==> src/rtl/axis_framer.sv <==
// axis_framer: cuts a flat AXI-Stream into frames of frame_len beats (or early on flush) behind a 2-entry registered skid buffer.
// Optional: define AXIS_FRAMER_TUSER_SOF_EN to add m_tuser marking the first beat of each frame.
module axis_framer #(
    parameter int WIDTH     = 32,
    parameter int LEN_WIDTH = 16,
    parameter int CNT_WIDTH = 32
) (
    input  logic                 clk,
    input  logic                 reset,
    input  logic                 enable,
    input  logic [LEN_WIDTH-1:0] frame_len,
    input  logic                 flush,
    input  logic                 s_tvalid,
    output logic                 s_tready,
    input  logic [WIDTH-1:0]     s_tdata,
    output logic                 m_tvalid,
    input  logic                 m_tready,
    output logic [WIDTH-1:0]     m_tdata,
    output logic                 m_tlast,
    output logic [WIDTH/8-1:0]   m_tkeep,
    output logic [WIDTH/8-1:0]   m_tstrb,
`ifdef AXIS_FRAMER_TUSER_SOF_EN
    output logic                 m_tuser,
`endif
    output logic                 busy,
    output logic [CNT_WIDTH-1:0] frame_count
);
    localparam logic [0:0] IDLE = 1'b0;
    localparam logic [0:0] RUN  = 1'b1;
    localparam logic [LEN_WIDTH-1:0] ONE = LEN_WIDTH'(1);
`ifdef AXIS_FRAMER_TUSER_SOF_EN
    localparam int EW = WIDTH + 2;
`else
    localparam int EW = WIDTH + 1;
`endif

    logic [0:0]           state_q, state_d;
    logic [LEN_WIDTH-1:0] len_q, len_d, beat_q, beat_d;
    logic                 pend_q, pend_d, rdy_q, rdy_d;
    logic [1:0]           cnt_q, cnt_d, wr_idx;
    logic [EW-1:0]        e0_q, e0_d, e1_q, e1_d, entry_in;
    logic [CNT_WIDTH-1:0] fc_q, fc_d;
    logic                 push, pop, last_in;

    assign push     = s_tvalid && rdy_q;
    assign pop      = m_tvalid && m_tready;
    assign last_in  = (beat_q == len_q - ONE) || pend_q || flush;
`ifdef AXIS_FRAMER_TUSER_SOF_EN
    assign entry_in = {beat_q == '0, last_in, s_tdata};
    assign m_tuser  = e0_q[WIDTH+1];
`else
    assign entry_in = {last_in, s_tdata};
`endif
    assign s_tready    = rdy_q;
    assign m_tvalid    = cnt_q != 2'd0;
    assign m_tdata     = e0_q[WIDTH-1:0];
    assign m_tlast     = e0_q[WIDTH];
    assign m_tkeep     = '1;
    assign m_tstrb     = '1;
    assign busy        = (state_q == RUN) || (cnt_q != 2'd0);
    assign frame_count = fc_q;

    // Frame control: latch length at frame start, count accepted beats, remember pending flushes.
    always_comb begin
        state_d = state_q;
        len_d   = len_q;
        beat_d  = beat_q;
        pend_d  = pend_q;
        if (state_q == IDLE) begin
            if (enable) begin
                len_d   = (frame_len == '0) ? ONE : frame_len;
                beat_d  = '0;
                state_d = RUN;
            end
        end else if (push) begin
            if (last_in) begin
                beat_d = '0;
                pend_d = 1'b0;
                if (enable) len_d = (frame_len == '0) ? ONE : frame_len;
                else state_d = IDLE;
            end else begin
                beat_d = beat_q + ONE;
            end
        end else if (flush) begin
            pend_d = 1'b1;
        end
    end

    // Skid buffer: e0 is the head driving the outputs; ready is precomputed from next occupancy.
    always_comb begin
        wr_idx = cnt_q - {1'b0, pop};
        e0_d   = pop ? e1_q : e0_q;
        e1_d   = e1_q;
        if (push && wr_idx == 2'd0) e0_d = entry_in;
        if (push && wr_idx == 2'd1) e1_d = entry_in;
        cnt_d  = cnt_q + {1'b0, push} - {1'b0, pop};
        rdy_d  = (state_d == RUN) && (cnt_d != 2'd2);
        fc_d   = fc_q + CNT_WIDTH'(pop && e0_q[WIDTH]);
    end

    // State registers; reset discards buffered beats without emitting a partial tlast.
    always_ff @(posedge clk or posedge reset) begin
        if (reset) begin
            state_q <= IDLE;
            len_q   <= ONE;
            beat_q  <= '0;
            pend_q  <= 1'b0;
            rdy_q   <= 1'b0;
            cnt_q   <= 2'd0;
            e0_q    <= '0;
            e1_q    <= '0;
            fc_q    <= '0;
        end else begin
            state_q <= state_d;
            len_q   <= len_d;
            beat_q  <= beat_d;
            pend_q  <= pend_d;
            rdy_q   <= rdy_d;
            cnt_q   <= cnt_d;
            e0_q    <= e0_d;
            e1_q    <= e1_d;
            fc_q    <= fc_d;
        end
    end
endmodule

==> config.mk <==
export PLATFORM = sky130hd
export DESIGN_NAME = axis_framer
export DESIGN_NICKNAME = d
export VERILOG_FILES = /design/src/rtl/axis_framer.sv
export SDC_FILE = /design/constraint.sdc
export NUM_CORES = 1
export LEC_CHECK = 0
export BUFFER_PORTS_ARGS = -buffer_cell sky130_fd_sc_hd__buf_2
export CAP_MARGIN = 20
export CORE_MARGIN = 3
export CORE_UTILIZATION = 59
export DETAILED_ROUTE_END_ITERATION = 10
export GPL_ROUTABILITY_DRIVEN = 0
export GPL_TIMING_DRIVEN = 0
export PLACE_DENSITY = 0.85
export SETUP_SLACK_MARGIN = 0.2
export SLEW_MARGIN = 20
export SYNTH_ARGS = -nofsm -noshare
export SYNTH_HDL_FRONTEND = slang
export SYNTH_SLANG_ARGS = --single-unit
==> constraint.sdc <==
create_clock -name clk -period 7.8 [get_ports clk]
set_input_delay 0.78 -clock clk [delete_from_list [all_inputs] [get_ports clk]]
set_output_delay 0.78 -clock clk [all_outputs]
set_load 0.01 [all_outputs]
# Yosys cells after proc, flatten, opt, wreduce, memory -nomap -nowiden
# Index checks and enable logic that the tools add are counted.
# op_classes
n_addsub,6
eq_ne,6
muxes,18
n_reduce_logical,18
# op_table
cell,n
$mux W16,9
$mux W33,2
$add A32 B1 Y32,1
$add A16 B1 Y16 const B,1
$eq A16 B16 Y1,1
$logic_not A16 Y1,1
$sub A16 B1 Y16 const B,1
$reduce_bool A2 Y1,4
$mux W1,7
$logic_and A1 B1 Y1,6
$ne A2 B1 Y1 const B,3
$reduce_and A2 Y1,2
$sub A2 B1 Y2,2
$logic_or A1 B1 Y1,3
$reduce_and A3 Y1,1
$add A2 B1 Y2,1
$eq A2 B1 Y1 const B,1
$logic_not A2 Y1,1
$ne A2 B2 Y1 const B,1
# totals
regBits,135
inputBits,54
word_cells,57

# Depth between registers and ports, before layout
# logic_depth
depth_word,8
mapped_depth,13
ltp_nobuf,10

# Least setup slack after synthesis
# Ideal clock, no wire load.
# synth_timing
path_type,register to register
from,reg cnt_q[1]
to,reg e1_q[10]
t_arrival_ps,3210
path_slack_ps,4466
path_stages_with_launch,10
path_buffers,3
synth_period_minus_slack_ps,3334
cell_sequence,dfrtp_1 -> or2_2 -> clkbuf_1 -> nand2_1 -> clkbuf_1 -> inv_1 -> ha_1 -> nor3_1 -> clkbuf_1 -> mux2_2
# synth_via
elab_chain_len,5
# synth_rtl
element,line_no,rtl
start: declaration,40,"logic [1:0] cnt_q, cnt_d, wr_idx;"
start signal: assignment,119,cnt_q <= cnt_d;
$reduce_bool A2 Y1,55,assign m_tvalid = cnt_q != 2'd0;
net m_tvalid,16,"output logic m_tvalid,"
$logic_and A1 B1 Y1,46,assign pop = m_tvalid && m_tready;
$sub A2 B1 Y2,91,"wr_idx = cnt_q - {1'b0, pop};"
$eq A2 B1 Y1,95,if (push && wr_idx == 2'd1) e1_d = entry_in;
$logic_and A1 B1 Y1,95,
end signal: assignment,111,e1_q <= '0;
end signal: assignment,121,e1_q <= e1_d;
end: declaration,41,"logic [EW-1:0] e0_q, e0_d, e1_q, e1_d, entry_in;"
# The timed path passes the listed nets, and every way through them passes these cells.
# A chain may end at the register's enable or synchronous reset.

# Worst setup path in the final report
# layout_timing
from,reg cnt_q[1]
to,reg e1_q[18]
# layout_via
elab_chain_len,5
# layout_rtl
element,line_no
$reduce_bool A2 Y1,55
$logic_and A1 B1 Y1,46
$sub A2 B1 Y2 (*),91
$eq A2 B1 Y1 (*),95
$logic_and A1 B1 Y1 (*),95
# Every way passes the cells marked *; elsewhere a longest branch is shown, timed or not.

==> flow_summary.json <==
{
  "max_cap_violations": 0,
  "finalHoldViolCount": 0,
  "synth_area_um2": 6450,
  "setup_viol": 0,
  "first_global_vias": 5147,
  "die_y_um": 111,
  "synth_area_per_cell_um2": 11.2,
  "crit_chain": "or2_2 > clkbuf_1 > nand2_1 > clkbuf_1 > inv_1 > ha_1 > nor3_1 > clkbuf_1 > mux2_2",
  "cts_resized": 0,
  "std_cell_rows": 37,
  "worst-path-buf-inv": 4,
  "yosysWarnings": 0,
  "reg2regPathDepth": 9,
  "cts_sinks": 135,
  "cts_buffers": 17,
  "hpwl_um": 10200,
  "synth_edf_count": 0,
  "drtAntennaViolNets": 0,
  "clk_pin_slew_ns": 0.06,
  "worstSkewPairLatency_ns": 0.52,
  "gr-usage-all-layers_pct": 24.5,
  "crit_required_ns": 8.19,
  "drt_iter0_drc": 329,
  "num-nets-final": 784,
  "fillers": 716,
  "rsz0062_at_grt": "no",
  "ys_ff_latch": 135,
  "ios": 130,
  "hold_path.class": "input pin to async pin",
  "cts_setup_buffers": 0,
  "crit_path_end_kind": "register",
  "cts-htree-levels": 4,
  "wl_per_cell_um": 16.7,
  "worst_pin_slew_ns": 1.02,
  "vias": 4908,
  "core_um2": 10500,
  "setup_slack_ns": 3.67,
  "cp-start-kind": "register",
  "grt_pass1_wl_um": 24500,
  "holdBufCountCts": 0,
  "ff2ff_setup_slack_ns": 3.67,
  "antenna_found_initial": 0,
  "cp_top_family": "buffers and inverters",
  "grt-ovfl-total": 0,
  "clock_path_buffers": 2,
  "async_reset_ff_share_pct": 100,
  "routed.top_layer": "met4",
  "syn_inst": 575,
  "slowest_stage": "nor3_1",
  "pre_cts_ws_ns": 3.72,
  "reg2reg_from": "cnt_q[1]",
  "synthDistinctLibCells": 52,
  "seqCellArea_um2": 3380,
  "cpPeakStageDelay_ns": 0.83,
  "critical_path_class": "register to register",
  "fin_worst_skew_ns": 0.00788,
  "post-route-util_pct": 75.3,
  "wl_met1_um": 6040,
  "relSlewSlack_pct": 31.8,
  "die_w_um": 111,
  "fmax_ghz": 0.242,
  "via_per_inst": 5.63,
  "diodes": 0,
  "portBuffers": 121,
  "status": "completed",
  "setup_tns_ns": 0,
  "wl_met2_um": 7350,
  "ys_seq_area_share_pct": 52.4,
  "worstPathArrival_ns": 4.52,
  "grt_max_degree": 72,
  "multi_input_area_um2": 2870,
  "initial_utilization_pct": 61.6,
  "die-area_um2": 12200,
  "hold_ws_ns": 0.291,
  "max-vdd-ir-drop_uv": 191,
  "yosys_most_used_dff": "dfrtp_1",
  "p_per_area_nw_per_um2": 376,
  "worst-path-max-fanout": 10,
  "area_growth_pct": 22.2,
  "fin_crit_sh_pct": 52.9,
  "cts_tree": "done",
  "drc": 0,
  "power_leakage_uw": 0.00383,
  "layout_min_cycle_time_ns": 4.13,
  "cts-root-buf": "clkbuf_8",
  "slew_violations": 0,
  "routed_wl_um": 14600,
  "wl_met3_um": 830,
  "r2r_end": "e1_q[18]",
  "drive_gt1_share_pct": 29.4,
  "first_pass_iters": 4,
  "path_common_cell": "clkbuf_1"
}
==> logic make-up after synthesis <==
family,synth area share (%)
and+or+nand+nor,13.6
DFF,52.4
muxes,14.5
xor gates and xnor gates,8.83
AOI/OAI and AO/OA,5.70
buffers and inverters,3.55
adders and majority gates,1.36
other,0.0581
==> where the power goes <==
group / internal, µW / switching [µW] / leakage (µW) / total [µW]
logic: 484 / 518 / 0.00186 / 1000
clock network: 525 / 288 / 0.000293 / 813
registers: 958 / 186 / 0.00168 / 1140
total: 1970 / 992 / 0.00383 / 2960
==> layout make-up <==
class,instances,share of cell area [%]
sequential,135,42.9
multi-input combinational,399,36.4
timing repair buffer,122,8.04
clock buffer,22,5.62
tap,136,2.16
buffer,30,2.05
clock inverter,9,1.89
inverter,18,0.953
==> worst max path at each step <==
| stage | cells past startpoint | end | from | slack [ns] |
|---|---|---|---|---|
| detailed placement | 9 | e1_q[24] | m_tready | 3.72 |
| finish | 9 | e1_q[18] | cnt_q[1] | 3.67 |
| floorplan | 1 | beat_q[0] | reset | 3.41 |
| global placement | 2 | e1_q[6] | reset | 2.20 |
| CTS | 9 | e1_q[23] | cnt_q[1] | 3.68 |
| global route | 10 | e1_q[9] | cnt_q[1] | 3.45 |
==> synthesized netlist by cell type, types with 2 or more instances <==
cell type | instances | area share (%)
clkbuf_1 | 17 | 0.99
xor2_1 | 24 | 3.3
dfrtp_1 | 134 | 52
buf_1 | 2 | 0.12
or3_1 | 7 | 0.68
o21ai_0 | 3 | 0.23
nand4_1 | 15 | 1.5
a21oi_1 | 33 | 2.6
and4_1 | 2 | 0.27
ha_1 | 7 | 1.4
nor3_1 | 7 | 0.54
nor4_1 | 8 | 0.78
a211oi_1 | 2 | 0.23
or2_2 | 3 | 0.29
nand2_1 | 29 | 1.7
and3_1 | 12 | 1.2
o31ai_1 | 2 | 0.23
inv_1 | 18 | 1.0
mux2_4 | 9 | 2.1
nor2b_1 | 6 | 0.58
buf_4 | 8 | 0.93
o41ai_1 | 2 | 0.27
nand3_1 | 14 | 1.1
o31a_1 | 2 | 0.27
a31oi_1 | 3 | 0.29
nor2_1 | 64 | 3.7
mux2i_1 | 37 | 5.7
xnor2_1 | 41 | 5.6
or4_1 | 2 | 0.23
nor3b_1 | 2 | 0.23
mux2_2 | 38 | 6.6
o311ai_0 | 2 | 0.27
==> per-stage QoR <==
step           total power [µW]  instance area (µm²)  std cells
4_1_cts                    2970                 7880        871
6_report                   2960                 7880        871
5_1_grt                    3130                 7880        871
2_1_floorplan              1820                 6480        582
3_5_place_dp               2130                 7290        840
3_3_place_gp               2060                 7250        839
==> flip-flops by register name, summed over array words and instances, names as in the netlist <==
signal and cells:
beat_q 16, cnt_q 2, e0_q 33, e1_q 33, frame_count 32, len_q 16
pend_q 1, s_tready 1, state_q 1
==> cell usage in the layout, fill, tap and decap left out, types with 2 or more instances in the layout <==
cell type and n:
mux2i_1 37, buf_4 8, or3_1 7, ha_1 7, mux2_2 38, clkbuf_16 16
and4_1 2, inv_1 17, a21oi_1 33, xor2_1 24, or4_1 2, and3_1 12
buf_2 122, nor2_1 64, bufinv_16 4, or2_2 3, clkinv_2 4, nor2b_1 6
o41ai_1 2, o21ai_0 3, nand3_1 14, xnor2_1 41, o31a_1 2, conb_1 8
nand4_1 15, nor3b_1 2, buf_1 2, clkbuf_1 21, nand2_1 29, nor4_1 8
o311ai_0 2, nor3_1 7, a31oi_1 3, mux2_4 9, clkbuf_8 2, dfrtp_1 134
a211oi_1 2, o31ai_1 2
==> per-layer routing <==
metal / global-route usage (%) / vias to the layer above
met5: 0 / -
li1: - / 2277
met1: 30.1 / 2450
met3: 6.90 / 33
met4: 9.36 / 0
met2: 41.1 / 148
Power figures use the tool's default switching activity.
